--- src/rtl/imem_boot_loader.sv ---
// Byte-stream boot loader: fills instruction memory with big-endian words, verifies an
// XOR checksum and releases the pipeline reset only after a good load.
module imem_boot_loader #(
  parameter int ADDR_W = 8,
  parameter int LEN_W  = 16
) (
  input  logic              clk,
  input  logic              reset,
  input  logic              start,
  input  logic              rx_valid,
  input  logic [7:0]        rx_data,
  output logic              rx_ready,
  output logic              imem_we,
  output logic [ADDR_W-1:0] imem_addr,
  output logic [31:0]       imem_wdata,
  output logic              cpu_reset,
  output logic              load_done,
  output logic              load_error,
  output logic [ADDR_W:0]   words_loaded
);

  localparam int MAX_WORDS = 2 ** ADDR_W;

  localparam logic [2:0] S_IDLE   = 3'd0;
  localparam logic [2:0] S_LEN_HI = 3'd1;
  localparam logic [2:0] S_LEN_LO = 3'd2;
  localparam logic [2:0] S_DATA   = 3'd3;
  localparam logic [2:0] S_CHECK  = 3'd4;
  localparam logic [2:0] S_DONE   = 3'd5;
  localparam logic [2:0] S_ERR    = 3'd6;

  logic [2:0]        state_q, state_d;
  logic              rx_ready_q, rx_ready_d;
  logic              imem_we_q, imem_we_d;
  logic [ADDR_W-1:0] imem_addr_q, imem_addr_d;
  logic [31:0]       imem_wdata_q, imem_wdata_d;
  logic              cpu_reset_q, cpu_reset_d;
  logic              load_done_q, load_done_d;
  logic              load_error_q, load_error_d;
  logic [ADDR_W:0]   word_idx_q, word_idx_d;
  logic [ADDR_W:0]   len_q, len_d;
  logic [7:0]        len_hi_q, len_hi_d;
  logic [1:0]        byte_cnt_q, byte_cnt_d;
  logic [23:0]       asm_q, asm_d;
  logic [7:0]        csum_q, csum_d;

  logic              accept;
  logic [LEN_W-1:0]  len_full;

  assign accept   = rx_valid && rx_ready_q;
  assign len_full = LEN_W'({len_hi_q, rx_data});

  always_comb begin
    state_d      = state_q;
    imem_we_d    = 1'b0;
    imem_addr_d  = imem_addr_q;
    imem_wdata_d = imem_wdata_q;
    word_idx_d   = word_idx_q;
    len_d        = len_q;
    len_hi_d     = len_hi_q;
    byte_cnt_d   = byte_cnt_q;
    asm_d        = asm_q;
    csum_d       = csum_q;

    case (state_q)
      S_IDLE, S_DONE, S_ERR: begin
        if (start) state_d = S_LEN_HI;
      end
      S_LEN_HI: begin
        if (accept) begin
          len_hi_d = rx_data;
          csum_d   = csum_q ^ rx_data;
          state_d  = S_LEN_LO;
        end
      end
      S_LEN_LO: begin
        if (accept) begin
          csum_d = csum_q ^ rx_data;
          len_d  = len_full[ADDR_W:0];
          if (len_full > LEN_W'(MAX_WORDS)) state_d = S_ERR;
          else if (len_full == '0)          state_d = S_CHECK;
          else                              state_d = S_DATA;
        end
      end
      S_DATA: begin
        if (accept) begin
          csum_d     = csum_q ^ rx_data;
          byte_cnt_d = byte_cnt_q + 2'd1;
          asm_d      = {asm_q[15:0], rx_data};
          // Fourth byte completes the word; the write goes out on the next cycle while
          // the stream keeps flowing into the following word.
          if (byte_cnt_q == 2'd3) begin
            imem_we_d    = 1'b1;
            imem_addr_d  = word_idx_q[ADDR_W-1:0];
            imem_wdata_d = {asm_q, rx_data};
            word_idx_d   = word_idx_q + (ADDR_W+1)'(1);
            if (word_idx_q == len_q - (ADDR_W+1)'(1)) state_d = S_CHECK;
          end
        end
      end
      S_CHECK: begin
        if (accept) state_d = (rx_data == csum_q) ? S_DONE : S_ERR;
      end
      default: state_d = S_IDLE;
    endcase

    // A new load always begins from a clean slate.
    if (state_d == S_LEN_HI && state_q != S_LEN_HI) begin
      word_idx_d = '0;
      len_d      = '0;
      len_hi_d   = '0;
      byte_cnt_d = '0;
      asm_d      = '0;
      csum_d     = '0;
    end

    rx_ready_d   = (state_d == S_LEN_HI) || (state_d == S_LEN_LO) ||
                   (state_d == S_DATA)   || (state_d == S_CHECK);
    cpu_reset_d  = (state_d != S_DONE);
    load_done_d  = (state_d == S_DONE);
    load_error_d = (state_d == S_ERR);
  end

  always_ff @(posedge clk) begin
    if (reset) begin
      state_q      <= S_IDLE;
      rx_ready_q   <= 1'b0;
      imem_we_q    <= 1'b0;
      imem_addr_q  <= '0;
      imem_wdata_q <= '0;
      cpu_reset_q  <= 1'b1;
      load_done_q  <= 1'b0;
      load_error_q <= 1'b0;
      word_idx_q   <= '0;
      len_q        <= '0;
      len_hi_q     <= '0;
      byte_cnt_q   <= '0;
      asm_q        <= '0;
      csum_q       <= '0;
    end else begin
      state_q      <= state_d;
      rx_ready_q   <= rx_ready_d;
      imem_we_q    <= imem_we_d;
      imem_addr_q  <= imem_addr_d;
      imem_wdata_q <= imem_wdata_d;
      cpu_reset_q  <= cpu_reset_d;
      load_done_q  <= load_done_d;
      load_error_q <= load_error_d;
      word_idx_q   <= word_idx_d;
      len_q        <= len_d;
      len_hi_q     <= len_hi_d;
      byte_cnt_q   <= byte_cnt_d;
      asm_q        <= asm_d;
      csum_q       <= csum_d;
    end
  end

  assign rx_ready     = rx_ready_q;
  assign imem_we      = imem_we_q;
  assign imem_addr    = imem_addr_q;
  assign imem_wdata   = imem_wdata_q;
  assign cpu_reset    = cpu_reset_q;
  assign load_done    = load_done_q;
  assign load_error   = load_error_q;
  assign words_loaded = word_idx_q;

endmodule

--- config.mk ---
export PLATFORM = sky130hd
export DESIGN_NAME = imem_boot_loader
export DESIGN_NICKNAME = d
export VERILOG_FILES = /design/src/rtl/imem_boot_loader.sv
export SDC_FILE = /design/constraint.sdc
export NUM_CORES = 1
export LEC_CHECK = 0
export BUFFER_PORTS_ARGS = -buffer_cell sky130_fd_sc_hd__buf_2
export CAP_MARGIN = 10
export CORE_MARGIN = 2
export CORE_UTILIZATION = 30
export DETAILED_ROUTE_END_ITERATION = 10
export GPL_TIMING_DRIVEN = 0
export PLACE_DENSITY = 0.48
export SLEW_MARGIN = 20
export SYNTH_ARGS = -nofsm -noshare
export SYNTH_HDL_FRONTEND = slang
export SYNTH_SLANG_ARGS = --single-unit
--- constraint.sdc ---
create_clock -name clk -period 2.8 [get_ports clk]
set_clock_uncertainty 0.05 [all_clocks]
set_input_delay 0.56 -clock clk [delete_from_list [all_inputs] [get_ports clk]]
set_output_delay 0.56 -clock clk [all_outputs]
set_load 0.01 [all_outputs]
==> results_dict.tcl <==
set metrics [dict create \
    status "finished, final reports clean" \
    ios 66 \
    cts_made_buffers 9 \
    drtIter0Drc 264 \
    clkSlewWorstSetupHoldPaths_ns 0.07 \
    ir_worst_vdd_v 0.000373 \
    worstPathArrival_ns 2.74 \
    synth_edf_count 0 \
    ys.flop_type "dfxtp_1" \
    cts_root_buf "clkbuf_16" \
    async_flop_share_pct 0 \
    drtAntennaViolNets 0 \
    p_total_mw 3.04 \
    endpoint_kind "flop" \
    fin_util_pct 36.7 \
    syn_to_final_growth_pct 19.3 \
    final-setup-viol-count 0 \
    diodes 0 \
    placed_cells 813 \
    drcViolationCount 0 \
    gp_congestion 0.871 \
    crit_buf_inv 2 \
    first_pass_iters 4 \
    die_x_um 126 \
    crit_type "flop to flop" \
    p_leak_nw 1.98 \
    io_buffers 65 \
    num_rows 44 \
    cts_hold_buf 0 \
    grt_pass1_vias 3905 \
    hp-class "flop to flop" \
    vias 3986 \
    initial_core_util_pct 30.8 \
    finalSetupTns_ns 0 \
    htreeDepth 3 \
    syn_inst 564 \
    clockBufferDepth 2 \
    nets 655 \
    cts_tree "yes" \
    post-cts-setup-buffers 0 \
    syn-cell-area_sq_um 4490 \
    vias_per_cell 4.81 \
    period_needed_ns 2.56 \
    grt_first_pass_wirelength_um 20000 \
    slowest_delay_ns 0.55 \
    antenna_found_initial 0 \
    cp_top_family "simple AND/OR/NAND/NOR gates" \
    cts_sinks 108 \
    drt-wirelength-per-cell_um 14.6 \
    die_h_um 126 \
    timing.slew.headroom_pct 54.0 \
    grt-ovfl-total 0 \
    synth.net_count 579 \
    dp_hpwl_um 8900 \
    slowest_stage "or4_1" \
    synth_seq_area_share_pct 48.2 \
    maxCapViolCount 0 \
    power_density_nw_per_um2 567 \
    dieArea_sq_um 16000 \
    hold_viol 0 \
    grt_usage_pct 15.6 \
    synth_seq_cells 108 \
    crit_fanout 8 \
    wl_um 12100 \
    clk_latency_ns 0.35 \
    worst_ep_required_time_ns 2.98 \
    synth_warnings 0 \
    final_cells 829 \
    worstMarginPinSlew_ns 0.690 \
    finalMaxSlewViolations 0 \
    core_sq_um 14600 \
    crit_chain "buf_6 > inv_1 > ha_2 > nor3b_2 > a41oi_1 > or4_1 > a211oi_2 > a31oi_1 > or3_1" \
    avgSynthCellArea_sq_um 7.96 \
    max_freq_ghz 0.391 \
    drive_above_1_share_pct 14.9 \
    synth.distinct_cells 46 \
    startpoint_type "flop" \
    period_share_pct 91.4 \
    rsz0062_at_grt "no" \
    final_common_cell "nand2_1" \
    layout_common_cells "nand2_1 (169), dfxtp_1 (108), a21oi_1 (82), buf_2 (68), nor2_1 (41)" \
    grt_max_degree 19 \
]
worst min-delay path, cell delays in order, from the launching register on:
cell and delay, ns:
dfxtp_1 0.31, nand2_1 0.05, a21oi_1 0.05
power by group:
part | total, mW | internal, mW | switching [mW]
Clock | 1.33 | 0.732 | 0.602
Sequential | 1.55 | 1.54 | 0.00648
Combinational | 0.155 | 0.0474 | 0.108
Total | 3.04 | 2.32 | 0.716
registers in the layout, indices dropped and copies added (netlist names):
register,flops
imem_wdata,32
asm_q,24
len_q,9
words_loaded,9
csum_q,8
imem_addr,8
len_hi_q,8
state_q,3
byte_cnt_q,2
cpu_reset,1
imem_we,1
load_done,1
load_error,1
rx_ready,1
logic make-up (layout without fill, tap and decap cells):
kind of cell	count (synthesis)	count (layout)	share of synthesized area [%]
fa+ha+maj	3	3	0.837
buf+inv	44	125	3.93
xor+xnor	34	34	6.64
compound gates	108	108	13.7
mux	10	10	2.26
simple gates	257	257	24.4
flops	108	108	48.2
stage by stage:
step           instance area [sq um]  hold slack [ns]  setup WS (ns)
2_1_floorplan                   4490            0.382          0.452
3_3_place_gp                    5040            0.393          0.188
3_5_place_dp                    5040            0.396          0.194
4_1_cts                         5350            0.406          0.179
5_1_grt                         5350            0.420         0.0414
6_report                        5350            0.402          0.239
repair_timing:
action | in CTS | in global routing
setup endpoints to repair | 0 | 1
hold endpoints to repair | 0 | 0
gates resized for setup | 0 | 1
final cells by class:
cell class                      count  area (sq um)
Tap cell                          184           230
Fill cell                        1548          9240
Clock inverter                      5          66.3
Sequential cell                   108          2160
Inverter                            6          22.5
Timing Repair Buffer               65           325
Multi-Input combinational cell    412          2150
Buffer                             38           154
Clock buffer                       11           243
cells in the mapped netlist (3+ instances only):
library cell / instances / area, sq um
xor2_1: 26 / 228
nor2_1: 41 / 154
nor4_1: 6 / 37.5
nand2_1: 169 / 634
a21oi_1: 82 / 410
nand4_1: 5 / 31.3
nand3_1: 5 / 25.0
nand2b_1: 5 / 31.3
dfxtp_1: 108 / 2160
or3_1: 6 / 37.5
o21ai_0: 5 / 25.0
nor3_1: 4 / 20.0
inv_1: 6 / 22.5
clkbuf_1: 32 / 120
xnor2_1: 8 / 70.1
ha_1: 3 / 37.5
buf_2: 3 / 15.0
or4_1: 5 / 37.5
or2_2: 4 / 25.0
mux2i_1: 9 / 90.1
metal layers:
layer | routed length [um] | share of wire, % | GRT usage (%)
met3 | 625 | 5.2 | 2.57
met1 | 5820 | 48 | 21.5
met5 | 0 | 0 | 0
met2 | 5410 | 45 | 24.9
met4 | 206 | 1.7 | 5.37
worst paths after layout:
check	from	end	slack (ns)	cells after the start
setup / recovery	len_q[0]	cpu_reset	0.24	9
setup reg to reg	len_q[0]	cpu_reset	0.24	9
hold reg to reg	imem_wdata[23]	imem_wdata[23]	0.40	2
hold / removal	imem_wdata[23]	imem_wdata[23]	0.40	2
Power figures use the tool's default switching activity.
